$ cat config.mk
export PLATFORM = sky130hd
export DESIGN_NAME = memory_stage
export DESIGN_NICKNAME = d
export VERILOG_FILES = /design/src/rtl/memory_stage_pkg.sv /design/src/rtl/memory_stage_ex_mem_reg.sv /design/src/rtl/memory_stage.sv
export SDC_FILE = /design/constraint.sdc
export NUM_CORES = 1
export LEC_CHECK = 0
export CAP_MARGIN = 20
export CORE_ASPECT_RATIO = 0.6
export CORE_UTILIZATION = 55
export CTS_CLUSTER_SIZE = 12
export DETAILED_ROUTE_END_ITERATION = 10
export DONT_BUFFER_PORTS = 1
export PLACE_DENSITY = 0.68
export RECOVER_POWER = 25
export REMOVE_ABC_BUFFERS = 1
export SLEW_MARGIN = 20
export SYNTH_ARGS = -nofsm -noshare
export SYNTH_HDL_FRONTEND = slang
export SYNTH_SLANG_ARGS = --single-unit
$ cat constraint.sdc
create_clock -name i_clk -period 9.61 [get_ports i_clk]
set_input_delay 1.4415 -clock i_clk [delete_from_list [all_inputs] [get_ports i_clk]]
set_output_delay 1.4415 -clock i_clk [all_outputs]
set_load 0.02 [all_outputs]
$ cat src/rtl/memory_stage_pkg.sv
// Shared definitions for the MEM pipeline stage: default widths, FSM states
// and the mask selecting the byte-offset bits of a word address.
package mem_stage_defs;

  localparam int unsigned DATA_W_DEF = 32;
  localparam int unsigned REG_W_DEF  = 5;

  localparam logic [1:0] WORD_ALIGN_MASK = 2'b11;

  typedef enum logic {
    ST_IDLE = 1'b0,
    ST_WAIT = 1'b1
  } mem_state_e;

endpackage

$ cat src/rtl/memory_stage_ex_mem_reg.sv
// EX/MEM pipeline register: a flat enable register with async active-high reset.
module ex_mem_reg #(
  parameter int unsigned W = 1
) (
  input  logic         clk,
  input  logic         rst,
  input  logic         en,
  input  logic [W-1:0] d,
  output logic [W-1:0] q
);

  always_ff @(posedge clk or posedge rst) begin
    if (rst)     q <= '0;
    else if (en) q <= d;
  end

endmodule

$ cat src/rtl/memory_stage.sv
// MEM stage: EX/MEM register, data-memory req/ack handshake with timeout,
// branch resolution and the registered MEM/WB outputs.
module memory_stage
  import mem_stage_defs::*;
#(
  parameter int unsigned DATA_W  = DATA_W_DEF,
  parameter int unsigned REG_W   = REG_W_DEF,
  parameter int unsigned TIMEOUT = 15
) (
  input  logic              i_clk,
  input  logic              i_rst,
  input  logic              i_valid,
  input  logic [DATA_W-1:0] i_alu_result,
  input  logic [DATA_W-1:0] i_src2,
  input  logic [DATA_W-1:0] i_br_address,
  input  logic              i_zero,
  input  logic              i_branch,
  input  logic              i_mem_read,
  input  logic              i_mem_write,
  input  logic              i_reg_write,
  input  logic              i_mem_to_reg,
  input  logic [REG_W-1:0]  i_write_reg,
  output logic              o_stall,
  output logic              o_pc_src,
  output logic [DATA_W-1:0] o_br_target,
  output logic              o_dmem_req,
  output logic              o_dmem_we,
  output logic [DATA_W-1:0] o_dmem_addr,
  output logic [DATA_W-1:0] o_dmem_wdata,
  input  logic              i_dmem_ack,
  input  logic [DATA_W-1:0] i_dmem_rdata,
  output logic              o_wb_valid,
  output logic              o_wb_reg_write,
  output logic              o_wb_mem_to_reg,
  output logic [REG_W-1:0]  o_wb_write_reg,
  output logic [DATA_W-1:0] o_wb_alu_result,
  output logic [DATA_W-1:0] o_wb_read_data,
  output logic              o_err
);

  localparam int unsigned EX_W  = 3 * DATA_W + REG_W + 7;
  localparam int unsigned CNT_W = $clog2(TIMEOUT + 1);

  logic [EX_W-1:0]   ex_d;
  logic [EX_W-1:0]   ex_q;

  logic              m_valid;
  logic [DATA_W-1:0] m_alu_result;
  logic [DATA_W-1:0] m_src2;
  logic [DATA_W-1:0] m_br_address;
  logic              m_zero;
  logic              m_branch;
  logic              m_mem_read;
  logic              m_mem_write;
  logic              m_reg_write;
  logic              m_mem_to_reg;
  logic [REG_W-1:0]  m_write_reg;

  mem_state_e        state;
  logic [CNT_W-1:0]  wait_cnt;

  logic              mem_op;
  logic              misaligned;
  logic              aligned_op;
  logic              timeout_abort;
  logic              retire;
  logic              load_ack;

  assign ex_d = {i_valid, i_alu_result, i_src2, i_br_address, i_zero, i_branch,
                 i_mem_read, i_mem_write, i_reg_write, i_mem_to_reg, i_write_reg};

  ex_mem_reg #(.W(EX_W)) u_ex_mem_reg (
    .clk (i_clk),
    .rst (i_rst),
    .en  (~o_stall),
    .d   (ex_d),
    .q   (ex_q)
  );

  assign {m_valid, m_alu_result, m_src2, m_br_address, m_zero, m_branch,
          m_mem_read, m_mem_write, m_reg_write, m_mem_to_reg, m_write_reg} = ex_q;

  assign mem_op        = m_valid & (m_mem_read | m_mem_write);
  assign misaligned    = mem_op & (|(m_alu_result[1:0] & WORD_ALIGN_MASK));
  assign aligned_op    = mem_op & ~misaligned;
  // An ack arriving in the timeout cycle still completes the access.
  assign timeout_abort = (state == ST_WAIT) & (wait_cnt == CNT_W'(TIMEOUT)) & ~i_dmem_ack;
  assign o_stall       = aligned_op & ~i_dmem_ack & ~timeout_abort;
  assign retire        = m_valid & ~o_stall;
  assign load_ack      = aligned_op & ~m_mem_write & i_dmem_ack;

  // Address/data come straight from the held EX/MEM fields, so they stay
  // stable for the whole outstanding access.
  assign o_dmem_req   = aligned_op;
  assign o_dmem_we    = aligned_op & m_mem_write;
  assign o_dmem_addr  = {m_alu_result[DATA_W-1:2], 2'b00};
  assign o_dmem_wdata = m_src2;

  assign o_pc_src    = m_valid & m_branch & m_zero;
  assign o_br_target = m_br_address;

  always_ff @(posedge i_clk or posedge i_rst) begin
    if (i_rst) begin
      state    <= ST_IDLE;
      wait_cnt <= '0;
    end else begin
      case (state)
        ST_IDLE: begin
          if (aligned_op && !i_dmem_ack) begin
            state    <= ST_WAIT;
            wait_cnt <= CNT_W'(1);
          end
        end
        ST_WAIT: begin
          if (i_dmem_ack || timeout_abort || !aligned_op) begin
            state    <= ST_IDLE;
            wait_cnt <= '0;
          end else begin
            wait_cnt <= wait_cnt + 1'b1;
          end
        end
        default: begin
          state    <= ST_IDLE;
          wait_cnt <= '0;
        end
      endcase
    end
  end

  always_ff @(posedge i_clk or posedge i_rst) begin
    if (i_rst) begin
      o_wb_valid      <= 1'b0;
      o_wb_reg_write  <= 1'b0;
      o_wb_mem_to_reg <= 1'b0;
      o_wb_write_reg  <= '0;
      o_wb_alu_result <= '0;
      o_wb_read_data  <= '0;
      o_err           <= 1'b0;
    end else begin
      o_wb_valid      <= retire;
      o_wb_reg_write  <= retire & m_reg_write & ~misaligned & ~timeout_abort;
      o_wb_mem_to_reg <= retire & m_mem_to_reg;
      o_wb_write_reg  <= m_write_reg;
      o_wb_alu_result <= m_alu_result;
      o_wb_read_data  <= load_ack ? i_dmem_rdata : '0;
      o_err           <= misaligned | timeout_abort;
    end
  end

endmodule

==> summary.md <==
| Metric | Value |
|---|---|
| Kind of critical path | `in2out` |
| Die Span Y | `92.88 um` |
| Post-CTS setup buffers | `0` |
| YS warnings | `0` |
| Worst Tran Pin Value | `~4.5 ns` |
| Die Wd | `roughly 150 um` |
| TritonCTS clock tree | `done` |
| Number of setup violations in the final report | `0` |
| Fmax | `227.8 MHz` |
| CTS clock-pin slew for the worst setup and hold paths | `approximately 0.070 ns` |
| DR vias | `3092` |
| First-pass GRT wire length | `just over 20000 um` |
| Rows | `32` |
| Post-Place Cell Area | `6875 um2` |
| Worst Hold Class | `reg2reg` |
| Status | `complete, but fails checks` |
| Yosys top cell area share | `between 60% and 70%` |
| Vias in the first global route | `3288` |
| Mapped Area | `approximately 7600 um2` |
| Synth area leader | `dfrtp_1` |
| Count of cell types in the netlist | `34` |
| Max_cap viols | `1` |
| Post-route cell area | `about 7500 um2` |
| Post-Place Cells | `between 500 and 600` |
| Ant. Diodes | `0` |
| Util after Layout | `~57%` |
| Largest Register | `u_ex_mem_reg.q` |
| Final Non-Filler Cells | `570` |
| Pwr Total | `approximately 1.7 mW` |
| Area grow syn2layout | `-1.554%` |
| Root Buffer | `clkbuf_16` |
| Final wirelength | `approximately 13000 um` |
| H-tree depth | `4` |
| Slew headroom | `-199.5%` |
| Vias/cell | `5.425` |
| Top post-synthesis cells by area | `dfrtp_1, mux2_4, buf_4` |
| Largest net degree at the start of global routing | `approximately 110` |
| Final net count | `531` |
| Failing checks | `max-capacitance violations, max-slew violations` |
| Leak | `3.434 nW` |
| Max reg flops | `about 110` |
| Avg Cell Area, Syn | `around 16 um2` |
| Critical path origin | `i_dmem_ack` |
| Post-route ant nets | `0` |
| Num CTS Buffers | `17` |
| Place WS | `5.587 ns` |
| Starting Density | `a little under 60%` |
| Final hold vios | `0` |
| Initial antenna violation count | `1` |
| Slew Viols, Final | `about 110` |
| Hpwl dp | `9471 um` |
| Unrepaired setup endpoints after global routing | `false` |
| Die area | `14250 um2` |
| DRC | `0` |
| Worst-path maximum fanout | `64` |
| Clk buf depth | `2` |
| Worst reg2reg path startpoint | `wait_cnt[0]` |
| GP Congestion | `between 0.7 and 0.8` |
| Worst Hold Launch | `u_ex_mem_reg.q[1]` |
| Commonest non-fill, non-tap cell in the layout | `dfrtp_1` |
| Startpoint Class | `input pin` |
| PD cells | `226.0 nW/um2` |
| Core Footprint | `~13000 um2` |
| Setup ws final | `about 5.2 ns` |
| Clock sinks | `~190` |
| Crit path DAT | `about 3 ns` |
| Share of cells above drive strength 1 | `36.25%` |
| Fin crit share | `a little under half` |
| Fin crit period | `4.390 ns` |
| Worst IR Drop VDD | `roughly 0.00012 V` |
| Biggest regs | `u_ex_mem_reg.q: 108 flops, o_wb_alu_result: 32 flops, o_wb_read_data: 32 flops` |
| Synth Instances | `~480` |
| Final setup skew | `0.01355 ns` |
| CTS Hold Bufs | `0` |
| Sequential element share of the synthesized area | `a little over 60%` |
| First drt pass iteration count | `5` |
| Commonest non-fill, non-tap cells in the layout | `dfrtp_1, mux2_4, and2_1, mux2_2, clkbuf_16` |
| Num ports | `316` |
| PortBufs | `0` |
| R2R setup slack | `6.27 ns` |
| #FFs+latches synth | `186` |
| Total global-route track usage | `19.34%` |
| Required @ worst endpoint | `8.17 ns` |
| Worst skew pair latency | `~0.42 ns` |
| Hold WS | `0.3844 ns` |
| Wire length per cell | `between 20 and 25 um` |
| GRT Residual Overflow | `0` |
| Post-CTS resize count | `0` |
| Iter 0 DRT Violations | `169` |
| Setup TNS | `0 ns` |
| Crit. End Element | `output pin` |
## power breakdown
part	internal (mW)	switching (mW)
Clock	0.377	0.313
Combinational	0.0458	0.0349
Sequential	0.827	0.0868
Total	1.25	0.435
## cells in the mapped netlist
master,count
conb_1,1
buf_12,9
nand3_1,1
ha_1,1
nor3_1,1
nor4bb_1,1
o21ai_0,2
buf_2,1
buf_4,98
and2_1,36
inv_2,1
o21ba_2,1
a21oi_1,1
nor2b_1,1
mux2_4,80
xor2_1,1
dfrtp_1,186
or3b_4,1
nand2b_1,3
nand2_1,3
and3_1,3
nor4_1,1
o21a_1,1
inv_1,3
o32ai_1,1
nand4_2,1
o22ai_1,3
nand4_1,1
nor3_4,1
nand3_4,1
nor3b_4,1
mux2_2,25
nor2_1,2
clkbuf_2,3
## critical path: stages
cell and delay, ns:
o21ba_1 0.24, nand3_1 0.45, inv_6 0.80
## routing by layer
metal | share of wire, % | track usage [%]
met1 | 39 | 23.82
met2 | 49 | 29.87
met5 | 0.13 | 0
met4 | 1.6 | 7.250
met3 | 9.8 | 9.031
## logic make-up (layout without fill, tap and decap cells)
group,after synthesis,after routing,share of synthesized area (%)
xor gates and xnor gates,1,1,0.1157
buffers and inverters,115,38,12.56
DFF,186,186,61.49
and+or+nand+nor,58,58,5.240
AOI/OAI and AO/OA,9,9,0.7934
muxes,105,105,19.59
adders and majority gates,1,1,0.1653
other,1,2,0.04954
## path summary, 6_finish.rpt
path / to / cells past startpoint
setup / recovery: o_stall / 3
hold / removal: o_wb_write_reg[1] / 0
setup reg to reg: u_ex_mem_reg.q[50] / 6
hold reg to reg: o_wb_write_reg[1] / 0
max in group asynchronous: u_ex_mem_reg.q[7] / 2
min in group asynchronous: o_wb_alu_result[26] / 1
## area by class of cell
class / instances / area [um2]
clock inverters: 14 / 150.1
multi-input cells: 176 / 1956
clock buffers: 18 / 439.2
well taps: 170 / 212.7
repair buffers: 2 / 18.77
flip-flops and latches: 186 / 4654
fillers: 1016 / 5680
inverters: 4 / 21.27
(Power assumes the default switching activity.)
